--- src/rtl/axi3_burst_addr_gen.sv ---
// rtl/axi3_burst_addr_gen.sv - AXI3 burst address, strobe and response generator
// One command in, len+1 registered beats out; illegal bursts still run to completion as SLVERR.
module axi3_burst_addr_gen #(
  parameter int ADDR_WIDTH = 32,
  parameter int DATA_WIDTH = 32,
  parameter int ID_WIDTH   = 4,
  parameter int LEN_WIDTH  = 4
) (
  input  logic                    ACLK,
  input  logic                    ARESETn,
  input  logic                    cmd_valid,
  output logic                    cmd_ready,
  input  logic [ADDR_WIDTH-1:0]   cmd_addr,
  input  logic [LEN_WIDTH-1:0]    cmd_len,
  input  logic [2:0]              cmd_size,
  input  logic [1:0]              cmd_burst,
  input  logic [ID_WIDTH-1:0]     cmd_id,
  output logic                    beat_valid,
  input  logic                    beat_ready,
  output logic [ADDR_WIDTH-1:0]   beat_addr,
  output logic [DATA_WIDTH/8-1:0] beat_strb,
  output logic                    beat_last,
  output logic [LEN_WIDTH-1:0]    beat_idx,
  output logic [ID_WIDTH-1:0]     beat_id,
  output logic [1:0]              beat_resp
);
  localparam int STRB_W = DATA_WIDTH / 8;
  localparam logic [1:0] XBURST_FIXED    = 2'b00;
  localparam logic [1:0] XBURST_INCR     = 2'b01;
  localparam logic [1:0] XBURST_WRAP     = 2'b10;
  localparam logic [1:0] XBURST_RESERVED = 2'b11;
  localparam logic [1:0] RESP_OKAY       = 2'b00;
  localparam logic [1:0] RESP_SLVERR     = 2'b10;
  localparam logic [0:0] IDLE            = 1'b0;
  localparam logic [0:0] ACTIVE          = 1'b1;
  localparam logic [ADDR_WIDTH-1:0] ONE       = ADDR_WIDTH'(1);
  localparam logic [ADDR_WIDTH-1:0] LANE_MASK = ADDR_WIDTH'(STRB_W - 1);

  // Lanes from the address's lane offset to the end of its size-aligned container.
  function automatic logic [STRB_W-1:0] lane_strb(input logic [ADDR_WIDTH-1:0] addr,
                                                  input logic [ADDR_WIDTH-1:0] bytes);
    logic [ADDR_WIDTH-1:0] off;
    logic [ADDR_WIDTH-1:0] top;
    logic [STRB_W-1:0]     s;
    off = addr & LANE_MASK;
    top = (off & ~(bytes - ONE)) + bytes - ONE;
    for (int i = 0; i < STRB_W; i++)
      s[i] = (ADDR_WIDTH'(i) >= off) && (ADDR_WIDTH'(i) <= top);
    return s;
  endfunction

  logic [0:0]            state;
  logic [LEN_WIDTH-1:0]  len_q;
  logic [2:0]            size_q;
  logic [1:0]            burst_q;
  logic [ADDR_WIDTH-1:0] lower_q;
  logic [ADDR_WIDTH-1:0] span_q;

  logic [ADDR_WIDTH-1:0] c_bytes, c_beats, c_aligned, c_span, c_last_byte;
  logic                  c_err;
  logic [ADDR_WIDTH-1:0] b_bytes, wrap_inc, n_addr;
  logic                  beat_fire, cmd_fire;

  always_comb begin
    c_bytes     = ONE << cmd_size;
    c_beats     = ADDR_WIDTH'(cmd_len) + ONE;
    c_aligned   = cmd_addr & ~(c_bytes - ONE);
    c_span      = c_bytes * c_beats;
    c_last_byte = c_aligned + c_span - ONE;
    c_err       = 1'b0;
    if (cmd_burst == XBURST_RESERVED)
      c_err = 1'b1;
    if (c_bytes > ADDR_WIDTH'(STRB_W))
      c_err = 1'b1;
    if (cmd_burst == XBURST_WRAP &&
        !(cmd_len == LEN_WIDTH'(1) || cmd_len == LEN_WIDTH'(3) ||
          cmd_len == LEN_WIDTH'(7) || cmd_len == LEN_WIDTH'(15)))
      c_err = 1'b1;
    if (cmd_burst == XBURST_WRAP && (cmd_addr & (c_bytes - ONE)) != '0)
      c_err = 1'b1;
    if (cmd_burst == XBURST_INCR && ((c_last_byte ^ cmd_addr) >> 12) != '0)
      c_err = 1'b1;
    if (LEN_WIDTH > 4 && cmd_len > LEN_WIDTH'(15) && cmd_burst != XBURST_INCR)
      c_err = 1'b1;
  end

  // Beat n+1 is derived from the registered beat n address.
  always_comb begin
    b_bytes  = ONE << size_q;
    wrap_inc = beat_addr + b_bytes;
    case (burst_q)
      XBURST_INCR: n_addr = (beat_addr & ~(b_bytes - ONE)) + b_bytes;
      XBURST_WRAP: n_addr = (wrap_inc == lower_q + span_q) ? lower_q : wrap_inc;
      XBURST_FIXED: n_addr = beat_addr;
      default:     n_addr = beat_addr;
    endcase
  end

  assign beat_valid = (state == ACTIVE);
  assign beat_fire  = beat_valid && beat_ready;
  assign cmd_ready  = (state == IDLE) || (beat_fire && beat_last);
  assign cmd_fire   = cmd_valid && cmd_ready;

  always_ff @(posedge ACLK or negedge ARESETn) begin
    if (!ARESETn) begin
      state     <= IDLE;
      beat_addr <= '0;
      beat_strb <= '0;
      beat_last <= 1'b0;
      beat_idx  <= '0;
      beat_id   <= '0;
      beat_resp <= RESP_OKAY;
      len_q     <= '0;
      size_q    <= '0;
      burst_q   <= '0;
      lower_q   <= '0;
      span_q    <= '0;
    end else if (cmd_fire) begin
      state     <= ACTIVE;
      beat_addr <= cmd_addr;
      beat_strb <= c_err ? '0 : lane_strb(cmd_addr, c_bytes);
      beat_last <= (cmd_len == '0);
      beat_idx  <= '0;
      beat_id   <= cmd_id;
      beat_resp <= c_err ? RESP_SLVERR : RESP_OKAY;
      len_q     <= cmd_len;
      size_q    <= cmd_size;
      burst_q   <= cmd_burst;
      lower_q   <= cmd_addr & ~(c_span - ONE);
      span_q    <= c_span;
    end else if (beat_fire) begin
      if (beat_last) begin
        state <= IDLE;
      end else begin
        beat_addr <= n_addr;
        beat_strb <= (beat_resp == RESP_SLVERR) ? '0 : lane_strb(n_addr, b_bytes);
        beat_idx  <= beat_idx + LEN_WIDTH'(1);
        beat_last <= ((beat_idx + LEN_WIDTH'(1)) == len_q);
      end
    end
  end
endmodule

--- config.mk ---
export PLATFORM = sky130hd
export DESIGN_NAME = axi3_burst_addr_gen
export DESIGN_NICKNAME = d
export VERILOG_FILES = /design/src/rtl/axi3_burst_addr_gen.sv
export SDC_FILE = /design/constraint.sdc
export NUM_CORES = 1
export LEC_CHECK = 0
export CORE_MARGIN = 1.5
export CORE_UTILIZATION = 45
export CTS_CLUSTER_DIAMETER = 60
export CTS_CLUSTER_SIZE = 28
export DETAILED_ROUTE_END_ITERATION = 12
export GPL_TIMING_DRIVEN = 0
export PLACE_DENSITY_LB_ADDON = 0.2
export SLEW_MARGIN = 5
export SYNTH_ARGS = -nofsm -noshare
export SYNTH_HDL_FRONTEND = slang
export SYNTH_SLANG_ARGS = --single-unit
--- constraint.sdc ---
create_clock -name ACLK -period 10.4 [get_ports ACLK]
set_clock_uncertainty 0.05 [all_clocks]
set_input_delay 1.04 -clock ACLK [delete_from_list [all_inputs] [get_ports ACLK]]
set_output_delay 1.04 -clock ACLK [all_outputs]
set_load 0.03 [all_outputs]
After elaboration in Yosys (flattened, before gate mapping)
Cells that the tools add are included.
{ "totals": {"regBits": 121, "out_inout_bits": 49} }
{ "classes": {"magnitude_cmp": 17, "multipliers": 1, "shifts": 2, "n_mux": 25, "n_eq_ne": 13, "add_sub_neg": 14, "bitwise": 11, "n_reduce_logical": 28} }
{ "ops": {"columns": ["cell", "count"], "rows": [
  ["$add 32x32->32", 6],
  ["$sub 32x1->32 const B", 6],
  ["$and 32x32->32", 4],
  ["$le 1x32->1 const A", 4],
  ["$le 2x32->1 const A", 4],
  ["$mux 32", 4],
  ["$not 32->32", 3],
  ["$and 2x32->32", 2],
  ["$pmux 32 s2", 1],
  ["$reduce_bool 32->1", 2],
  ["$shl 1x3->32 const A", 2],
  ["$eq 32x32->1", 1],
  ["$gt 32x3->1 const B", 1],
  ["$mul 32x5->32", 1],
  ["$mux 4", 8],
  ["$xor 32x32->32", 1],
  ["$logic_and 1x1->1", 14],
  ["$mux 1", 11],
  ["$eq 2x2->1 const B", 4],
  ["$ge 1x2->1 const A", 4],
  ["$ge 2x2->1 const A", 4],
  ["$add 4x1->5 const B", 1],
  ["$add 4x1->4 const B", 1],
  ["$eq 2x1->1 const B", 2],
  ["other kinds (15)", 20]
]} }

Depth between registers and ports, before layout
Gate-level depths: netlist (run 1).
{ "logic_depth": {"depth_word": 15, "depth_mapped": 38} }

Worst setup path before layout (run 1)
Ideal clock, no wire load.
{ "synth_path": {"path_kind": "input to register", "startpoint": "input port cmd_size[1]", "endpoint": "register beat_strb[2]", "path_slack_ps": 2084, "t_required_ps": 10219, "arrival_time_ps": 8134, "setup_ps": 131, "path_stages": 33, "path_cell_list": "clkbuf_1 -> nor3b_1 -> inv_1 -> nor2_1 -> fa_1 -> fa_1 -> inv_1 -> fa_1 -> inv_1 -> ha_1 -> inv_1 -> o21ai_0 -> a21oi_1 -> o21ai_0 -> a21oi_1 -> o21ai_0 -> a31o_2 -> a21oi_1 -> ha_1 -> inv_1 -> ha_1 -> clkbuf_1 -> a21oi_1 -> o21ai_0 -> a211oi_1 -> a41oi_1 -> a31oi_1 -> mux2i_1 -> nor4_1 -> and4b_1 -> a21oi_1 -> o21ai_0 -> or3_1"} }
{ "synth_between": {"elab_chain_cells": 12, "word_cells_on_any_way": 25, "cone_classes": "add/sub: 5; mul: 1; order compare: 2; shift: 1; mux: 6; bitwise: 5; reduce/logical: 5"} }
{ "synth_lines": {"columns": ["item", "line", "text"], "rows": [
  ["start, declared", "15", "input logic [2:0] cmd_size,"],
  ["$shl 1x3->32 (*)", "65", "c_bytes = ONE << cmd_size;"],
  ["branches (longest 9 deep; another with $mul 32x5->32)", null, null],
  ["$mux 4 (*)", "121", "beat_strb <= c_err ? '0 : lane_strb(cmd_addr, c_bytes);"],
  ["$mux 4 (*)", "118", "end else if (cmd_fire) begin"],
  ["end signal, assigned", "121", null],
  ["end signal, assigned", "136", "beat_strb <= (beat_resp == RESP_SLVERR) ? '0 : lane_strb(n_addr, b_bytes);"],
  ["end, declared", "21", "output logic [DATA_WIDTH/8-1:0] beat_strb,"]
]} }
Mark *: on every way between the ends.
A chain may end at the register's enable or synchronous reset.

Worst setup path in the final report (run 1)
Ends and elaborated chain as after synthesis.

==> summary.md, run 1 <==
| Metric | Value |
|---|---|
| Status | finished, final reports clean |
| Hold Path Class | reg -> reg |
| Fmax | 0.103 GHz |
| Die Height | 173 um |
| Number of library cell types mapped by synthesis | 85 |
| Slowest cell on crit path | fa_1 |
| Drt pass-1 iters | 5 |
| Synthesized cell area | 13000 um^2 |
| Diode count | 0 |
| CP endpoint kind | register |
| Hold WS | 0.432 ns |
| IO buf count | 93 |
| Layout area overhead | 13.3% |
| Critical path start-end classification | in -> reg |
| # rows | 62 |
| Unrepaired setup endpoints after global routing | false |
| Setup violators final | 0 |
| FF-to-FF Start | size_q[0] |
| Flop2flop setup slack | 1.65 ns |
| GRT Overall Usage | 0.294 |
| Worst-path fanout max | 10 |
| Global-route wire length before repair | 69000 um |
| Most frequent cells in the layout | nand2_1 (274), inv_1 (129), ha_1 (129) |
| FF+latch count, synth | 102 |
| Post-Syn Nets | 1914 |
| Post-CTS setup buffer count | 0 |
| Starting Density | 0.455 |
| Final Hold Violating Endpoints | 0 |
| R2r endpoint | beat_strb[1] |
| Syn. warnings | 0 |
| TritonCTS clock tree | built |
| Pre-CTS setup slack | -0.201 ns |
| Max stage delay on crit path | 0.54 ns |
| Initial antenna violation count | 0 |
| Gpl congestion | 0.967 |
| GR Overflow Total | 0 |
| Tcrit/Tclk final | 0.936 |
| Final WS setup | 0.664 ns |
| Top FF cell, synth | dfrtp_1 |
| Setup Total Neg Slack | 0 ns |
| Via Count | 12982 |
| CTS sink count | 102 |
| DRT antenna net count | 0 |
| Max IR drop VDD | 98.4 uV |
| Clock Latency Late Sink | 0.36 ns |
| Post-synth EDFFs | 0 |
| Worst Setup SP | cmd_size[1] |
| Worst slew margin | 0.368 |
| Beginning of the worst hold path | beat_id[3] |
| Share of layout cells above drive strength 1 | 0.0274 |
| Die width | 173 um |
| Average wire per standard cell | 20.0 um |
| Vias/cell | 5.88 |
| H-tree levels | 3 |
| Leak pwr | 6.75 nW |
| CTS root buf | clkbuf_16 |
| CTS buffer count | 9 |
| Final instance area | 14700 um^2 |
| Hold depth | 2 |
| Worst-path clk slew | 0.08 ns |
| Largest net degree at the start of global routing | 53 |
| Hold Path End | beat_id[3] |
| Crit path DAT | 9.93 ns |
| Synth Instances | 1714 |
| DRC | 0 |
| PwrDens | 239 nW/um^2 |
| WP data required | 10.60 ns |
| Sequential-to-total area share from yosys stat | 0.197 |
| Synthesized area per cell | 7.58 um^2 |
| IO Pins | 98 |
| Post-DP HPWL | 36200 um |
| Nets@finish | 2019 |
| Max_cap viols | 0 |
| CTS max path bufs | 2 |
| Vias in the first global route | 12387 |
| Reg2reg path depth | 36 |
| Fill count | 2949 |
| Initial drt markers | 1123 |
| Post-layout min period | 9.74 ns |
| Placed Area | 14400 um^2 |
| Startpoint class of the critical path | input port |
| Die ar. | 29900 um^2 |
| Final Max Tran Viols | 0 |
| Commonest non-fill, non-tap cell in the layout | nand2_1 |
| Core footprint | 28500 um^2 |
| Slew of the pin with the lowest slew margin | 0.939 ns |
| Asr flop ratio synth | 1.00 |
| Final WL | 44200 um |
-- worst max path at each step --
| stage | endpoint |
|---|---|
| floorplan | beat_strb[2] |
| detailed placement | beat_strb[2] |
| CTS | beat_strb[2] |
| global placement | beat_strb[2] |
| global route | beat_strb[2] |
| finish | beat_strb[2] |
-- Yosys cell counts, types with 19 or more instances --
library cell / number / share of area
nand2b_1: 26 / 0.013
nand4_1: 33 / 0.016
nor3_1: 34 / 0.013
ha_1: 129 / 0.12
o21ai_0: 112 / 0.043
fa_1: 22 / 0.034
a21o_1: 34 / 0.020
and3_1: 19 / 0.0092
nand3_1: 61 / 0.024
and2_1: 23 / 0.011
nor2_1: 107 / 0.031
a21oi_1: 106 / 0.041
inv_1: 129 / 0.037
clkbuf_1: 50 / 0.014
xnor2_1: 95 / 0.064
nand2_1: 274 / 0.079
xor2_1: 61 / 0.041
dfrtp_1: 102 / 0.20
-- per-stage QoR --
step                      utilization  cells  power, W
after CTS                       0.515   2207   0.00349
after detailed placement        0.505   2192   0.00314
after global placement          0.504   2191   0.00311
after floorplan                     -   1714   0.00244
final                           0.515   2207   0.00351
after global routing            0.515   2207   0.00378
-- state kept, by name, indices dropped and copies added (netlist names) --
signal      flops
beat_idx        4
beat_id         4
beat_resp       1
beat_addr      32
beat_strb       4
beat_valid      1
size_q          3
burst_q         2
len_q           4
lower_q        32
span_q         14
beat_last       1
-- routing by layer --
metal	track usage	routed length (um)
met5	0	0
met4	0.0895	1140
met3	0.0387	2940
met2	0.478	19900
met1	0.406	20200
-- logic make-up (layout without fill, tap and decap cells) --
kind of cell               Yosys count  in the layout  share of synthesized area
and+or+nand+nor                    655            655                      0.239
AOI/OAI and AO/OA                  422            422                      0.209
buffers and inverters              197            306                     0.0588
xor gates and xnor gates           165            165                      0.121
adders and majority gates          151            151                      0.158
DFF                                102            102                      0.197
muxes                               21             21                     0.0167
other                                1              1                   0.000289
-- final cells by class --
cell class | count | area, um^2 | share of cell area
Inverter | 130 | 488 | 0.0332
Clock inverter | 5 | 42.5 | 0.00289
Buffer | 67 | 275 | 0.0187
Sequential cell | 102 | 2550 | 0.173
Tap cell | 384 | 480 | 0.0327
Timing Repair Buffer | 94 | 960 | 0.0652
Clock buffer | 10 | 229 | 0.0156
Multi-Input combinational cell | 1415 | 9690 | 0.658
-- critical path, delay by kind of cell --
| family | cells | cell delay (ns) |
|---|---|---|
| AO/OA/AOI/OAI | 11 | 2.63 |
| adder cells (fa/ha/maj) | 6 | 2.38 |
| buffers and inverters | 7 | 1.41 |
| AND/OR/NAND/NOR | 10 | 2.46 |
-- timing repair --
| action | CTS | global route |
|---|---|---|
| endpoints found under the setup margin | 0 | 5 |
| hold buffers | 0 | 0 |
| resized for setup | 0 | 3 |
-- report_power, final --
part	leakage (nW)	switching (W)	total (W)	internal, W
clock network	0.130	0.000165	0.000329	0.000164
logic	5.32	0.00142	0.00239	0.000974
registers	1.30	0.000224	0.000786	0.000562
Power figures use the tool's default switching activity.
==> inputs of run 2 (changes only) <==
SLEW_MARGIN = not set   (was 5)
==> summary.md, run 2 (synthesis results as in run 1) <==
| Metric | Value |
|---|---|
| # rows | 62 (unchanged) |
| Leak pwr | 6.75 nW (about the same) |
| Worst-path clk slew | 0.08 ns (about the same) |
| Internal | 0.00170 W (about the same) |
| Worst slew margin | 0.376 (+0.00785) |
| Max_cap viols | 0 (unchanged) |
| Core footprint | 28500 um^2 (unchanged) |
| H-tree levels | 3 (unchanged) |
| Gpl congestion | 0.967 (unchanged) |
| GR Overflow Total | 0 (unchanged) |
| Tcrit/Tclk final | 0.934 (-0.00179) |
| Clock Power Share | 0.094 (about the same) |
| Combinational fraction of design power | 0.682 (about the same) |
| Placed Area | 14400 um^2 (about the same) |
| Initial antenna violation count | 0 (unchanged) |
| CTS max path bufs | 2 (unchanged) |
| DRT antenna net count | 0 (unchanged) |
| CTS root buf | clkbuf_16 |
| Max IR drop VDD | 99.0 uV (+0.64%) |
| Final instance area | 14700 um^2 (about the same) |
| Setup Total Neg Slack | 0 ns (unchanged) |
| Diode count | 0 (unchanged) |
| Global-route wire length before repair | 69000 um (about the same) |
| Startpoint class of the critical path | input port |
| DRC | 0 (unchanged) |
| Final Hold Violating Endpoints | 0 (unchanged) |
| GRT Overall Usage | 0.294 (about the same) |
| Via Count | 12924 (-0.45%) |
| Slew of the pin with the lowest slew margin | 0.927 ns (-0.0116 ns) |
| Sw frac | 0.515 (about the same) |
| TritonCTS clock tree | built |
| Slowest cell on crit path | a2111oi_0 |
| PwrDens | 239 nW/um^2 (about the same) |
| Drt pass-1 iters | 5 (unchanged) |
| Final WS setup | 0.682 ns (+0.0186 ns) |
| Final WL | 44300 um (+0.26%) |
| Post-layout min period | 9.72 ns (-0.0186 ns) |
| CP endpoint kind | register |
| Most frequent cells in the layout | nand2_1 (274), inv_1 (129), ha_1 (129) |
| Pre-CTS setup slack | -0.201 ns (unchanged) |
| Commonest non-fill, non-tap cell in the layout | nand2_1 |
| Sw Pwr | 0.00181 W (about the same) |
| Die ar. | 29900 um^2 (unchanged) |
| Critical path start-end classification | in -> reg |
| Share of layout cells above drive strength 1 | 0.0274 (unchanged) |
| Post-DP HPWL | 36200 um (about the same) |
| Flop pwr share | 0.224 (about the same) |
| Die width | 173 um (unchanged) |
| CTS buffer count | 9 (unchanged) |
| Nets@finish | 2019 (unchanged) |
| Clock Latency Late Sink | 0.36 ns (about the same) |
| Status | finished, final reports clean |
| Vias in the first global route | 12387 (unchanged) |
| Final Max Tran Viols | 0 (unchanged) |
| Hold Path Class | reg -> reg |
| CTS sink count | 102 (unchanged) |
| Unrepaired setup endpoints after global routing | false |
| Die Height | 173 um (unchanged) |
| Layout area overhead | 13.3% (about the same) |
| Fmax | 0.103 GHz (+0.19%) |
| Hold WS | 0.432 ns (-0.0000980 ns) |
| Vias/cell | 5.86 (-0.45%) |
| Setup violators final | 0 (unchanged) |
| Fill count | 2950 (+0.034%) |
| Max stage delay on crit path | 0.66 ns (+0.12 ns) |
| Starting Density | 0.455 (unchanged) |
| WP data required | 10.65 ns (+0.05 ns) |
| Largest regs | beat_addr (32), lower_q (32), span_q (14) |
| Largest net degree at the start of global routing | 53 (unchanged) |
| IO buf count | 93 (unchanged) |
| Initial drt markers | 1166 (+3.8%) |
| Crit path DAT | 9.97 ns (+0.04 ns) |
| CTS Hold Bufs | 0 (unchanged) |
| Worst-path fanout max | 10 (unchanged) |
| Average wire per standard cell | 20.1 um (+0.26%) |
| IO Pins | 98 (unchanged) |
==> run 2: cell counts in the layout (fill, tap and decap cells not counted) <==
Identical to the previous run, type by type.
==> run 2: area by class of cell <==
class | instances | area, um^2 | share of cell area
multi-input cells | 1415 | 9690 | 0.658
flip-flops and latches | 102 | 2550 | 0.174
repair buffers | 94 | 956 | 0.0650
inverters | 130 | 488 | 0.0332
well taps | 384 | 480 | 0.0327
plain buffers | 67 | 275 | 0.0187
clock buffers | 10 | 229 | 0.0156
clock inverters | 5 | 42.5 | 0.00289
==> run 2: routing by layer <==
metal  share of wire  GRT usage  vias to the layer above
met5               0          0                        -
met4           0.027     0.0902                        0
met3           0.063     0.0385                       65
met2            0.45      0.478                      439
met1            0.46      0.406                     6155
li1                -          -                     6265
==> run 2: metrics by stage <==
| stage | cells | util | total power (W) |
|---|---|---|---|
| 2_1_floorplan | 1714 | - | 0.00244 |
| 3_3_place_gp | 2191 | 0.504 | 0.00311 |
| 3_5_place_dp | 2192 | 0.505 | 0.00314 |
| 4_1_cts | 2207 | 0.515 | 0.00349 |
| 5_1_grt | 2207 | 0.515 | 0.00378 |
| 6_report | 2207 | 0.515 | 0.00351 |
==> run 2: worst max-delay path, delay by kind of cell <==
family	cells	cell delay [ns]
buffers and inverters	7	1.41
adder cells (fa/ha/maj)	6	2.38
AO/OA/AOI/OAI	13	3.47
AND/OR/NAND/NOR	7	1.66
==> run 2: power by group through the flow <==
stage	Clock, W	Combinational (W)	Sequential [W]
3_5_place_dp	0	0.00236	0.000785
3_3_place_gp	0	0.00233	0.000781
6_report	0.000330	0.00239	0.000786
4_1_cts	0.000333	0.00237	0.000778
5_1_grt	0.000349	0.00262	0.000808
2_1_floorplan	0	0.00157	0.000868
==> run 2: worst paths after layout <==
path / slack (ns) / startpoint / end / depth (start not counted)
max: 0.68 / cmd_size[1] / beat_strb[1] / 33
min: 0.43 / beat_id[3] / beat_id[3] / 2
max reg2reg: 1.63 / size_q[0] / beat_strb[1] / 33
min reg2reg: 0.43 / beat_id[3] / beat_id[3] / 2
max in group asynchronous: 8.92 / ARESETn / beat_addr[3] / 2
min in group asynchronous: 0.66 / ARESETn / beat_addr[30] / 1
==> run 2: what timing repair did <==
action | 4_1_cts | 5_1_grt
gates resized for setup | 0 | 3
endpoints found under the setup margin | 0 | 5
buffers inserted | 0 | 0
==> inputs of run 3 (changes only) <==
CAP_MARGIN = 10   (was not set)
SKIP_CTS_REPAIR_TIMING = 1   (was not set)
==> summary.md, run 3 (synthesis results as in run 1) <==
| Metric | Value |
|---|---|
| Max_cap viols | 0 (unchanged) |
| Startpoint class of the critical path | input port |
| Average wire per standard cell | 20.1 um (+0.15%) |
| Final Max Tran Viols | 0 (unchanged) |
| CTS root buf | clkbuf_16 |
| PwrDens | 240 nW/um^2 (+0.79%) |
| Power Total | 0.00354 W (+0.99%) |
| Max stage delay on crit path | 0.54 ns (-0.12 ns) |
| Die width | 173 um (unchanged) |
| Share of layout cells above drive strength 1 | 0.0280 (+0.000533) |
| CTS sink count | 102 (unchanged) |
| Via Count | 13113 (+1.5%) |
| IO Pins | 98 (unchanged) |
| Status | finished, final reports clean |
| Vias/cell | 5.94 (+1.4%) |
| CP endpoint kind | register |
| Flop2flop setup slack | 1.64 ns (about the same) |
| Worst-path clk slew | 0.08 ns (about the same) |
| Worst Setup SP | cmd_size[1] |
| Layout area overhead | 13.5% |
| FF-to-FF Start | size_q[0] |
| Nets@finish | 2019 (unchanged) |
| R2r endpoint | beat_strb[1] |
| GRT Overall Usage | 0.293 (-0.000995) |
| Initial drt markers | 1090 (-6.5%) |
| Hold Path End | beat_id[3] |
| Multi-input combinational cell area | 9690 um^2 (unchanged) |
| Slew of the pin with the lowest slew margin | 0.926 ns (-0.00119 ns) |
| Die Height | 173 um (unchanged) |
| H-tree levels | 3 (unchanged) |
| Most frequent cells in the layout | nand2_1 (274), inv_1 (129), ha_1 (129) |
| Placed cells | 2192 (unchanged) |
| Diode count | 0 (unchanged) |
| Layout Cells excl Fill | 2208 (+0.045%) |
| Final Hold Violating Endpoints | 0 (unchanged) |
| Post-layout min period | 9.78 ns (+0.0612 ns) |
| Crit path DAT | 9.97 ns (about the same) |
| Unrepaired setup endpoints after global routing | false |
| Hold Path Class | reg -> reg |
| Commonest non-fill, non-tap cell in the layout | nand2_1 |
| Leak pwr | 6.76 nW (+0.22%) |
| Final WL | 44400 um (+0.20%) |
| GR Overflow Total | 0 (unchanged) |
| CTS buffer count | 9 (unchanged) |
| Vias in the first global route | 12347 (-0.32%) |
| # rows | 62 (unchanged) |
| Delay-heaviest family, CP | compound AO/OA/AOI/OAI gates |
| Drt pass-1 iters | 7 (+2) |
| Fmax | 0.102 GHz (-0.63%) |
| Worst Path Buf+Inv | 7 (unchanged) |
| Max IR drop VDD | 94.9 uV (-4.1%) |
| Post-DP HPWL | 36200 um (about the same) |
| IO buf count | 93 (unchanged) |
| Hold depth | 2 (unchanged) |
| Largest regs | beat_addr (32), lower_q (32), span_q (14) |
| Global-route wire length before repair | 68800 um (-0.32%) |
| Die ar. | 29900 um^2 (unchanged) |
| Gpl congestion | 0.967 (unchanged) |
| WP data required | 10.60 ns (-0.05 ns) |
| Reg2reg path depth | 33 (unchanged) |
| Initial antenna violation count | 0 (unchanged) |
| Setup violators final | 0 (unchanged) |
| Beginning of the worst hold path | beat_id[3] |
| Critical path start-end classification | in -> reg |
| CTS max path bufs | 2 (unchanged) |
| Worst-path fanout max | 10 (unchanged) |
| Worst slew margin | 0.377 (+0.00163) |
| Tcrit/Tclk final | 0.940 (+0.00588) |
| Fill count | 2921 (-0.98%) |
| Largest net degree at the start of global routing | 53 (unchanged) |
| DRT antenna net count | 0 (unchanged) |
| Core footprint | 28500 um^2 (unchanged) |
| Reg area | 2550 um^2 (unchanged) |
| DRC | 0 (unchanged) |
| Slowest cell on crit path | fa_1 |
| TritonCTS clock tree | built |
| Clock Latency Late Sink | 0.36 ns (about the same) |
| Starting Density | 0.455 (unchanged) |
run 3: cell type report:
| type | instances | area share |
|---|---|---|
| Buffer | 67 | 0.0187 |
| Clock buffer | 10 | 0.0155 |
| Clock inverter | 6 | 0.00492 |
| Inverter | 130 | 0.0331 |
| Multi-Input combinational cell | 1415 | 0.657 |
| Sequential cell | 102 | 0.173 |
| Tap cell | 384 | 0.0326 |
| Timing Repair Buffer | 94 | 0.0649 |
run 3: how the worst max path moves through the flow:
stage	slack, ns	to	cells past startpoint
2_1_floorplan	2.08	beat_strb[2]	33
3_3_place_gp	-0.21	beat_strb[2]	34
3_5_place_dp	-0.19	beat_strb[2]	34
4_1_cts	0.19	beat_strb[2]	34
5_1_grt	0.06	beat_strb[2]	34
6_report	0.62	beat_strb[2]	34
run 3: metal layers:
metal  track usage  up-vias  routed length [um]
li1              -     6291                   -
met1         0.402     6269               20200
met2         0.466      482               19600
met3        0.0442       71                3020
met4         0.108        0                1500
met5             0        -                   0
run 3: power breakdown:
group	leakage, nW	switching [W]	internal (W)
Clock	0.144	0.000173	0.000191
Sequential	1.30	0.000224	0.000562
Combinational	5.32	0.00142	0.000973
Total	6.76	0.00182	0.00173
run 3: per-stage QoR:
step           setup WS (ns)   util  area (um^2)  hold slack [ns]  setup TNS (ns)
3_5_place_dp          -0.189  0.505        14400            0.413          -0.189
6_report               0.621  0.516        14700            0.430               0
2_1_floorplan           2.08      -        13000            0.400               0
4_1_cts                0.191  0.516        14700            0.432               0
3_3_place_gp          -0.211  0.504        14400            0.411          -0.211
5_1_grt               0.0638  0.516        14700            0.454               0
run 3: worst reg2reg max path, delay by kind of cell (launching register included):
kind            cells  cell delay, ns
compound gates     12            3.16
xor+xnor            1            0.14
fa+ha+maj           3            0.77
buf+inv             2            0.64
flops               1            0.39
mux                 1            0.25
simple gates       14            3.22
